## config.mk

```make
export PLATFORM = sky130hd
export DESIGN_NAME = ber_sweep_ctrl
export DESIGN_NICKNAME = d
export VERILOG_FILES = /design/src/rtl/ber_sweep_pkg.sv /design/src/rtl/ber_sweep_ctrl_window.sv /design/src/rtl/ber_sweep_ctrl.sv
export SDC_FILE = /design/constraint.sdc
export NUM_CORES = 1
export LEC_CHECK = 0
export CAP_MARGIN = 15
export CELL_PAD_IN_SITES_DETAIL_PLACEMENT = 2
export CELL_PAD_IN_SITES_GLOBAL_PLACEMENT = 2
export CORE_AREA = 5 5 244 151
export CTS_CLUSTER_SIZE = 40
export DETAILED_ROUTE_END_ITERATION = 12
export DIE_AREA = 0 0 249 156
export PLACE_DENSITY_LB_ADDON = 0.1
export SETUP_SLACK_MARGIN = 0.02
export SYNTH_ARGS = -nofsm -noshare
export SYNTH_HDL_FRONTEND = slang
export SYNTH_SLANG_ARGS = --single-unit
```

## constraint.sdc

```tcl
create_clock -name clk -period 8.7 [get_ports clk]
set_input_delay 0.87 -clock clk [delete_from_list [all_inputs] [get_ports clk]]
set_output_delay 0.87 -clock clk [all_outputs]
set_load 0.03 [all_outputs]
```

## src/rtl/ber_sweep_pkg.sv

```systemverilog
// ber_sweep_pkg: shared types for the BER sweep controller.
// Build option: BER_EARLY_STOP_EN enables the error-limit window end.
package ber_sweep_pkg;

    // Widest noise_sel the result record can carry.
    localparam int unsigned BER_SEL_MAX_W = 8;

    typedef enum logic [2:0] {
        IDLE,
        RESET_LINK,
        SETTLE,
        MEASURE,
        REPORT,
        DONE
    } ber_state_t;

    typedef struct packed {
        logic [BER_SEL_MAX_W-1:0] sel;
        logic [31:0]              bits;
        logic [31:0]              errors;
        logic                     timeout;
        logic                     early;
    } ber_result_t;

    // Counter delta that stays correct across a 32-bit wrap.
    function automatic logic [31:0] mod_delta(input logic [31:0] now_v, input logic [31:0] base_v);
        return now_v - base_v;
    endfunction

endpackage

```

## src/rtl/ber_sweep_ctrl_window.sv

```systemverilog
// ber_window_counter: baseline snapshot, modular deltas and end-of-window compares.
// Build option: BER_EARLY_STOP_EN adds the error-limit comparator (else err_end_o = 0).
module ber_window_counter
    import ber_sweep_pkg::*;
#(
    parameter int unsigned WINDOW_BITS = 100000
`ifdef BER_EARLY_STOP_EN
    ,
    parameter int unsigned ERR_LIMIT   = 1000
`endif
) (
    input  logic        clk,
    input  logic        rst,
    input  logic        snap_i,
    input  logic [31:0] total_bits_i,
    input  logic [31:0] total_err_i,
    output logic [31:0] d_bits_o,
    output logic [31:0] d_err_o,
    output logic        win_end_o,
    output logic        err_end_o
);

    logic [31:0] base_bits_q;
    logic [31:0] base_err_q;

    // Capture the checker counters as the window baseline.
    always_ff @(posedge clk) begin
        if (rst) begin
            base_bits_q <= '0;
            base_err_q  <= '0;
        end else if (snap_i) begin
            base_bits_q <= total_bits_i;
            base_err_q  <= total_err_i;
        end
    end

    assign d_bits_o  = mod_delta(total_bits_i, base_bits_q);
    assign d_err_o   = mod_delta(total_err_i, base_err_q);
    assign win_end_o = (d_bits_o >= 32'(WINDOW_BITS));

`ifdef BER_EARLY_STOP_EN
    assign err_end_o = (d_err_o >= 32'(ERR_LIMIT));
`else
    assign err_end_o = 1'b0;
`endif

endmodule

```

## src/rtl/ber_sweep_ctrl.sv

```systemverilog
// ber_sweep_ctrl: sequences one BER run per noise setting and reports window deltas.
// Build option: BER_EARLY_STOP_EN ends a window early once ERR_LIMIT errors are seen.
module ber_sweep_ctrl
    import ber_sweep_pkg::*;
#(
    parameter int unsigned NUM_SETTINGS   = 8,
    parameter int unsigned SEL_W          = 3,
    parameter int unsigned RST_CYCLES     = 4,
    parameter int unsigned SETTLE_CYCLES  = 64,
    parameter int unsigned WINDOW_BITS    = 100000,
    parameter int unsigned TIMEOUT_CYCLES = 2000000,
    parameter int unsigned ERR_LIMIT      = 1000
) (
    input  logic             clk,
    input  logic             rst,
    input  logic             start,
    input  logic             abort,
    input  logic [31:0]      total_bits,
    input  logic [31:0]      total_bit_errors,
    output logic             link_rstn,
    output logic             link_en,
    output logic [SEL_W-1:0] noise_sel,
    output logic             busy,
    output logic             done,
    output logic             result_valid,
    input  logic             result_ready,
    output logic [SEL_W-1:0] result_sel,
    output logic [31:0]      result_bits,
    output logic [31:0]      result_errors,
    output logic             result_timeout,
    output logic             result_early
);

    localparam logic [31:0]      RST_LAST    = 32'(RST_CYCLES - 1);
    localparam logic [31:0]      SETTLE_LAST = 32'(SETTLE_CYCLES - 1);
    localparam logic [31:0]      WD_LAST     = 32'(TIMEOUT_CYCLES - 1);
    localparam logic [SEL_W-1:0] SEL_LAST    = SEL_W'(NUM_SETTINGS - 1);

    ber_state_t       state_q;
    logic [31:0]      cnt_q;
    logic [SEL_W-1:0] sel_q;
    logic             link_rstn_q;
    logic             link_en_q;
    logic             busy_q;
    logic             done_q;
    logic             valid_q;
    ber_result_t      res_q;
    ber_result_t      res_d;

    logic [31:0] d_bits;
    logic [31:0] d_err;
    logic        win_end;
    logic        err_end;
    logic        snap;
    logic        wd_hit;
    logic        meas_end;

    assign snap     = (state_q == SETTLE) && (cnt_q == SETTLE_LAST);
    assign wd_hit   = (state_q == MEASURE) && (cnt_q >= WD_LAST);
    assign meas_end = win_end || err_end || wd_hit;

    ber_window_counter #(
        .WINDOW_BITS (WINDOW_BITS)
`ifdef BER_EARLY_STOP_EN
        ,
        .ERR_LIMIT   (ERR_LIMIT)
`endif
    ) u_window (
        .clk          (clk),
        .rst          (rst),
        .snap_i       (snap),
        .total_bits_i (total_bits),
        .total_err_i  (total_bit_errors),
        .d_bits_o     (d_bits),
        .d_err_o      (d_err),
        .win_end_o    (win_end),
        .err_end_o    (err_end)
    );

`ifndef BER_EARLY_STOP_EN
    localparam int unsigned unused_err_limit = ERR_LIMIT;
`endif

    // Result record for the current window; a watchdog hit only counts as a
    // timeout when neither the bit window nor the error limit closed it too.
    always_comb begin
        res_d         = '0;
        res_d.sel     = BER_SEL_MAX_W'(sel_q);
        res_d.bits    = d_bits;
        res_d.errors  = d_err;
        res_d.early   = err_end;
        res_d.timeout = wd_hit && !win_end && !err_end;
    end

    // Sweep sequencer: state, shared phase/watchdog counter, link controls, result hold.
    always_ff @(posedge clk) begin
        if (rst) begin
            state_q     <= IDLE;
            cnt_q       <= '0;
            sel_q       <= '0;
            link_rstn_q <= 1'b0;
            link_en_q   <= 1'b0;
            busy_q      <= 1'b0;
            done_q      <= 1'b0;
            valid_q     <= 1'b0;
            res_q       <= '0;
        end else if (abort) begin
            state_q     <= IDLE;
            cnt_q       <= '0;
            link_rstn_q <= 1'b0;
            link_en_q   <= 1'b0;
            busy_q      <= 1'b0;
            done_q      <= 1'b0;
            valid_q     <= 1'b0;
            res_q       <= '0;
        end else begin
            cnt_q <= cnt_q + 32'd1;
            unique case (state_q)
                IDLE, DONE: begin
                    cnt_q <= '0;
                    if (start) begin
                        state_q <= RESET_LINK;
                        sel_q   <= '0;
                        busy_q  <= 1'b1;
                        done_q  <= 1'b0;
                    end
                end
                RESET_LINK: begin
                    if (cnt_q == RST_LAST) begin
                        state_q     <= SETTLE;
                        cnt_q       <= '0;
                        link_rstn_q <= 1'b1;
                        link_en_q   <= 1'b1;
                    end
                end
                SETTLE: begin
                    if (snap) begin
                        state_q <= MEASURE;
                        cnt_q   <= '0;
                    end
                end
                MEASURE: begin
                    if (meas_end) begin
                        state_q   <= REPORT;
                        cnt_q     <= '0;
                        link_en_q <= 1'b0;
                        valid_q   <= 1'b1;
                        res_q     <= res_d;
                    end
                end
                REPORT: begin
                    if (result_ready) begin
                        cnt_q       <= '0;
                        valid_q     <= 1'b0;
                        link_rstn_q <= 1'b0;
                        if (sel_q == SEL_LAST) begin
                            state_q <= DONE;
                            busy_q  <= 1'b0;
                            done_q  <= 1'b1;
                        end else begin
                            state_q <= RESET_LINK;
                            sel_q   <= sel_q + SEL_W'(1);
                        end
                    end
                end
                default: state_q <= IDLE;
            endcase
        end
    end

    // The result record carries a fixed-width sel; bits above SEL_W are always zero.
    if (SEL_W < BER_SEL_MAX_W) begin : g_sel_pad
        logic unused_sel_hi;
        assign unused_sel_hi = ^res_q.sel[BER_SEL_MAX_W-1:SEL_W];
    end

    assign link_rstn      = link_rstn_q;
    assign link_en        = link_en_q;
    assign noise_sel      = sel_q;
    assign busy           = busy_q;
    assign done           = done_q;
    assign result_valid   = valid_q;
    assign result_sel     = res_q.sel[SEL_W-1:0];
    assign result_bits    = res_q.bits;
    assign result_errors  = res_q.errors;
    assign result_timeout = res_q.timeout;
    assign result_early   = res_q.early;

endmodule

```

==> metrics.md, run 1 <==
| Metric | Value |
|---|---|
| Status | finished, final reports clean |
| Tightest Pin Transition | 1000 ps |
| Register area | about 3500 um2 |
| 1st-pass router iterations | 4 |
| Ports | 146 |
| Clock transition at path regs | 70 ps |
| IO buf count | around 140 |
| Synth area leaders | dfxtp_1 30%, nand2_1 7.9%, ha_1 6.9% |
| Post_cts resized | 0 |
| CP arrival | 6140 ps |
| Mapped Avg Cell Area | 7.49 um2 |
| Fin area | 14200 um2 |
| Min-Delay Endpoint | u_window.base_bits_q[16]$_SDFFE_PP0P_ |
| GP Congestion | about 0.86 |
| Hpwl dp | 33.3 mm |
| Post-CTS Setup Repair Bufs | 0 |
| Synthesis Warnings | 0 |
| Number of remaining DRC errors | 0 |
| Number of synthesized flops with an enable pin | 0 |
| Chip width | 249 um |
| Worst path cell trace | clkdlybuf4s50_1, inv_1, ha_1, inv_1, fa_1, a211oi_1, or3_1, a21oi_1, o211a_1, o211ai_1, a21o_1, a2111oi_4, buf_4, nand3_1, o41ai_1 |
| Area fraction of the dominant cell type after synthesis | 0.296 |
| Vias in the first global route | between 10000 and 15000 |
| CP Capture Type | flop |
| Total die area | 38800 um2 |
| Post-synthesis register bit count | 175 |
| Die height | about 160 um |
| Slew Viols, Final | 0 |
| Total CTS buffers | 17 |
| Synth area leader | dfxtp_1 |
| Post-synth cell types | 78 |
| Pin count of the biggest net entering global routing | 71 |
| Period minus WS final | 5820 ps |
| Area of the core | 34400 um2 |
| Max clock buf depth | 2 |
| Required time of the critical path | 9020 ps |
| GR Util All Layers | 0.232 |
| Max-cap check violation count | 0 |
| RSZ-0062 raised after global routing | no |
| Overflow after GRT | 0 |
| Post-place instance area | 13600 um2 |
| CTS Hold Bufs | 0 |
| Sink Count | about 180 |
| Pwr per Cell Area | between 100 and 150 nW/um2 |
| Leakage power total | 4.69 nW |
| Clock Skews | 14.9 ps |
| Max stage delay cell, worst path | nand3_1 |
| Layout cells sized above 1 | 0.0419 |
| Ys async rst share | 0 |
| Rows | 53 |
| Multi-input gate area | 7620 um2 |
| Final Hold Vio Count | 0 |
| Syn_nets | 1717 |
| WL/cell | between 20 and 25 um |
| Initial antenna violation count | 0 |
| Final setup fails | 0 |
| Netlist Area Pre-Place | 11800 um2 |
| Final ANT Viol Nets | 0 |
| Worst-path fanout max | 70 |
| Setup tns final | 0 ps |
| CTS tree | built |
| Via count | 12100 |
| CP Class | in -> reg |
| Diode count | 0 |
| Layout Utilization | 0.412 |
| HP Class | reg -> reg |
| Filler cells | 3936 |
| Reg2reg end | cnt_q[0]$_SDFF_PP0_ |
| Layout area overhead | 19.6% |
| Worst path max stage delay | 860 ps |
| Worst-skew pair later-pin latency | 460 ps |
| H-tree Lvls | 4 |
| Final nets | 1792 |
| Slew headroom | 0.331 |
| Post-Place Setup Slack | ~2500 ps |
| Period utilization | 0.669 |
| Worst r2r path cells | 13 |
| Top_reg_cell synth | dfxtp_1 |
| Final wirelength | between 40 and 50 mm |
| Reg2reg start | u_window.base_bits_q[0]$_SDFFE_PP0P_ |
| Clock root cell | clkbuf_16 |
| Fmax | 0.172 GHz |
| Most common cell on crit path | inv_1 |
| Hold_sp | u_window.base_bits_q[16]$_SDFFE_PP0P_ |
| WHS Path Cells | 2 |
| Top post-synthesis cells by count | 249 x nand2_1, 175 x dfxtp_1, 150 x a21oi_1 |
| Post-synthesis cell count | 1581 |
| R2R setup slack | around 3600 ps |
| Vias per cell | 5.67 |
| Most numerous cell in the Yosys netlist | nand2_1 |
| Starting DRT DRC Count | 669 |
| First-pass GRT wire length | 73.1 mm |
| Crit start category | input pin |
| Initial Utilization | 0.344 |
| Final worst slack | 2880 ps |
| Max VDD drop | approximately 0.14 mV |
| Seq/Total Area, Yosys | 0.296 |
-- registers in the layout, summed over array words and instances, names as in the netlist, 3 cells and up --
register,count
cnt_q,32
u_window.base_bits_q,32
result_sel,3
u_window.base_err_q,32
result_bits,32
state_q,3
noise_sel,3
result_errors,32
-- logic make-up (layout without fill, tap and decap cells) --
group                    Yosys count  in the layout  share of synthesized area
AO/OA/AOI/OAI                    465            465                      0.265
XOR/XNOR                          70             70                     0.0518
buffers and inverters            184            272                     0.0633
flip-flops                       175            175                      0.296
other                              1              1                   0.000317
multiplexers                      14             14                     0.0119
adder cells (fa/ha/maj)           67             67                     0.0720
AND/OR/NAND/NOR                  605            605                      0.240
-- power by group --
group	internal (mW)	leakage (nW)	total, mW	switching (mW)
Sequential	0.801	1.41	0.802	0.00117
Clock	0.472	0.296	0.842	0.370
Combinational	0.110	2.98	0.299	0.189
-- worst max path at each step --
| stage | from | to | slack (ps) | depth (start not counted) |
|---|---|---|---|---|
| after global placement | total_bits[0] | cnt_q[1]$_SDFF_PP0_ | 2690 | 15 |
| after global routing | total_bits[0] | cnt_q[0]$_SDFF_PP0_ | 2550 | 15 |
| final | total_bits[0] | cnt_q[0]$_SDFF_PP0_ | 2880 | 15 |
| after CTS | total_bits[0] | cnt_q[0]$_SDFF_PP0_ | 2940 | 15 |
| after detailed placement | total_bits[0] | cnt_q[1]$_SDFF_PP0_ | 2460 | 15 |
| after floorplan | total_bits[0] | result_errors[26]$_SDFFE_PP0P_ | 4370 | 17 |
-- placed cells by master (no fill, tap or decap), drive strengths merged, types with 7 or more instances in the layout --
cell and count:
xor2 34, a21oi 152, dfxtp 175, xnor2 36, nand4 25, a31oi 50, buf 13, ha 65
nor2 90, o31ai 23, a211o 27, clkdlybuf4s50 143, nor3 38, nand3 75, a211oi 15, nand2 249
a22oi 19, o31a 7, nand2b 13, o21ai 52, nor2b 9, o211ai 19, o21a 17, mux2i 13
and3 20, nor4 12, clkbuf 21, inv 86, a21o 24, and2 30, or3 21
-- layer usage --
metal	wire length [um]	vias to the layer above	GRT usage
met1	23500	6118	0.330
met3	1310	22	0.0328
met2	20900	162	0.381
met4	397	0	0.0417
met5	0	-	0
li1	-	5817	-
-- stage by stage --
stage | hold WS [ps] | power (mW) | instances
after floorplan | 436 | 1.00 | 1581
after global placement | 441 | 1.11 | 2104
final | 461 | 1.94 | 2136
after detailed placement | 451 | 1.12 | 2104
after CTS | 461 | 1.97 | 2136
after global routing | 482 | 2.03 | 2136
-- critical path: cells and delay by family --
kind / cells / cell delay (ps)
AO/OA/AOI/OAI: 7 / 2100
adder cells (fa/ha/maj): 2 / 450
buffers and inverters: 4 / 1390
AND/OR/NAND/NOR: 2 / 1270
-- layout make-up --
class	count	share of cell area
clock buffers	21	0.0325
clock inverters	11	0.0110
inverters	84	0.0223
multi-input cells	1222	0.538
flip-flops and latches	175	0.247
well taps	467	0.0412
repair buffers	156	0.108
(Power assumes the default switching activity.)
==> run 2: changes to the inputs <==
- CORE_AREA: 5 5 244 151 -> 5 5 263 162
- DIE_AREA: 0 0 249 156 -> 0 0 268 167
- clock period: 8.7 -> 5.1 ns (I/O delays scaled with it)
==> run 2 against run 1 <==
Effect of this change:
- combinational power is 76% higher
- design area is 1.5% higher
- worst hold slack worse by 2.0 ps
- sequential power is 71% higher
- global-route usage is 3.1 points lower
- flip-flop and latch count stayed put
- first-iteration DRC count is 6.7% lower
- critical path type unchanged
- critical endpoint is now result_bits[4]$_SDFFE_PP0P_
==> metrics.md, run 2 (synthesis gave the netlist of run 1 again) <==
| Metric | Value |
|---|---|
| CP arrival | 5110 ps (-1030 ps) |
| Register area | 3500 um2 (unchanged) |
| Required time of the critical path | 5480 ps (-3540 ps) |
| Final hold slack | 459 ps (-1.95 ps) |
| Chip width | 268 um (+7.6%) |
| CTS tree | built |
| Die height | 167 um (+7.1%) |
| R2R setup slack | 640 ps (-2930 ps) |
| Crit start category | input pin |
| Rows | 57 (+7.5%) |
| Met2 routed WL | 20.8 mm (-0.47%) |
| GR Util All Layers | 0.200 (-0.0315) |
| Clock root cell | clkbuf_16 |
| IO buf count | 144 (unchanged) |
| Reg2reg end | result_bits[4]$_SDFFE_PP0P_ |
| Most frequent cells in the layout | 248 x nand2_1, 175 x dfxtp_1, 150 x a21oi_1, 143 x clkdlybuf4s50_1, 89 x nor2_1 |
| Leakage power total | 4.76 nW (+1.6%) |
| Tightest Pin Transition | 1130 ps (+126 ps) |
| Routed metal-1 wire length | 23.5 mm (+0.20%) |
| Max stage delay cell, worst path | o31ai_1 |
| Slew Viols, Final | 0 (unchanged) |
| CTS Hold Bufs | 0 (unchanged) |
| Final nets | 1809 (+0.95%) |
| Worst-path fanout max | 22 (-69%) |
| Period utilization | 0.927 |
| Filler cells | 4605 (+17%) |
| Starting DRT DRC Count | 624 (-6.7%) |
| Final Hold Vio Count | 0 (unchanged) |
| Sink Count | 175 (unchanged) |
| Ports | 146 (unchanged) |
| Clock Skews | 11.6 ps (-3.34 ps) |
| Overflow after GRT | 0 (unchanged) |
| Worst path cell trace | clkdlybuf4s50_1, inv_1, ha_1, inv_1, fa_1, a211oi_1, or3_1, and2_1, o31ai_1, mux2_2, nor4_1, nand4_1, buf_4, nor4_4, buf_4, buf_4, nand3_1, a31oi_1 |
| Worst path max stage delay | 490 ps (-370 ps) |
| WHS Path Cells | 2 (unchanged) |
| Routed wl met3 | 1.16 mm (-12%) |
| Top Layer Used | met5 |
| Min-Delay Endpoint | u_window.base_bits_q[6]$_SDFFE_PP0P_ |
| Worst-skew pair later-pin latency | 460 ps (about the same) |
| WL/cell | 20.9 um (-3.2%) |
| Status | finished, final reports clean |
| Layout Utilization | 0.360 (-0.0514) |
| Initial Utilization | 0.297 (-0.0476) |
| Max clock buf depth | 2 (unchanged) |
| Final ANT Viol Nets | 0 (unchanged) |
| HP Class | reg -> reg |
| Pin count of the biggest net entering global routing | 82 (+15%) |
| Most common cell on crit path | buf_4 |
| Vias in the first global route | 12800 (+0.14%) |
| Clock transition at path regs | 70 ps (about the same) |
| Hpwl dp | 34.0 mm (+2.2%) |
| Final setup fails | 0 (unchanged) |
| Via count | 12100 (-0.0083%) |
| Post_cts resized | 0 (unchanged) |
| Setup tns final | 0 ps (unchanged) |
| CP Capture Type | flop |
| Initial antenna violation count | 2 (+2) |
| Vias per cell | 5.46 (-3.7%) |
| Area of the core | 39900 um2 (+16%) |
| Layout area overhead | 21.5% |
| Commonest non-fill, non-tap cell in the layout | nand2_1 |
| GP Congestion | 0.847 (-1.4%) |
| Number of remaining DRC errors | 0 (unchanged) |
| Hold_sp | u_window.base_bits_q[6]$_SDFFE_PP0P_ |
| Reg2reg start | u_window.base_bits_q[7]$_SDFFE_PP0P_ |
| RSZ-0062 raised after global routing | no |
| Post-Place Setup Slack | -53.7 ps (-2510 ps) |
| H-tree Lvls | 4 (unchanged) |
| First-pass GRT wire length | 72.4 mm (-1.0%) |
| Total CTS buffers | 17 (unchanged) |
| Final wirelength | 46.3 mm (+0.53%) |
| Max-cap check violation count | 0 (unchanged) |
| CP Class | in -> reg |
| Pwr per Cell Area | 229 nW/um2 (+67%) |
| Slew headroom | 0.249 (-0.0826) |
| Total die area | 44800 um2 (+15%) |
| Period minus WS final | between 4000 and 5000 ps |
| Multi-input gate area | 7620 um2 (about the same) |
| Layout cells sized above 1 | 0.0534 (+0.0114) |
| Post-CTS Setup Repair Bufs | 0 (unchanged) |
| Final worst slack | 373 ps (-2510 ps) |
| Max VDD drop | 0.152 mV (+6.8%) |
| 1st-pass router iterations | 4 (unchanged) |
| Fmax | 0.212 GHz |
| Worst r2r path cells | 15 (+2) |
## run 2: through the flow
stage	std cells	power, mW	cell area (um2)
after floorplan	1581	1.71	11800
after global placement	2185	1.91	13800
after detailed placement	2185	1.92	13800
after CTS	2217	3.34	14400
after global routing	2218	3.44	14400
final	2218	3.30	14400
## run 2: worst max-delay path by stage
| stage | from | to | depth (start not counted) | slack [ps] |
|---|---|---|---|---|
| 2_1_floorplan | total_bits[0] | result_errors[26]$_SDFFE_PP0P_ | 17 | 1130 |
| 3_3_place_gp | total_bits[0] | result_errors[30]$_SDFFE_PP0P_ | 16 | 140 |
| 3_5_place_dp | total_bits[0] | result_bits[2]$_SDFFE_PP0P_ | 18 | -50 |
| 4_1_cts | total_bits[0] | result_bits[2]$_SDFFE_PP0P_ | 18 | 420 |
| 5_1_grt | total_bits[0] | result_bits[2]$_SDFFE_PP0P_ | 18 | 140 |
| 6_report | total_bits[0] | result_bits[4]$_SDFFE_PP0P_ | 18 | 370 |
## run 2: metal layers
| metal | track usage | vias to the layer above |
|---|---|---|
| met4 | 0.0520 | 2 |
| met3 | 0.0258 | 36 |
| li1 | - | 5854 |
| met5 | 0 | - |
| met2 | 0.317 | 144 |
| met1 | 0.288 | 6082 |
## run 2: worst max-delay path, delay by kind of cell
family / cells / cell delay, ps
adders and majority gates: 2 / 420
and+or+nand+nor: 6 / 1620
buffers and inverters: 6 / 1340
AOI/OAI and AO/OA: 3 / 770
muxes: 1 / 410
## run 2: layout make-up
| class | instances | area share |
|---|---|---|
| inverter | 84 | 0.0219 |
| clock buffer | 17 | 0.0296 |
| clock inverter | 15 | 0.0112 |
| timing repair buffer | 173 | 0.118 |
| tap | 531 | 0.0462 |
| sequential | 175 | 0.243 |
| antenna | 1 | 0.000174 |
| multi-input combinational | 1222 | 0.530 |
## run 2: report_power, final
group / switching (mW) / total (mW) / leakage, nW / internal [mW]
sequential: 0.00217 / 1.37 / 1.41 / 1.37
combinational: 0.326 / 0.525 / 3.08 / 0.199
clock: 0.675 / 1.40 / 0.270 / 0.729
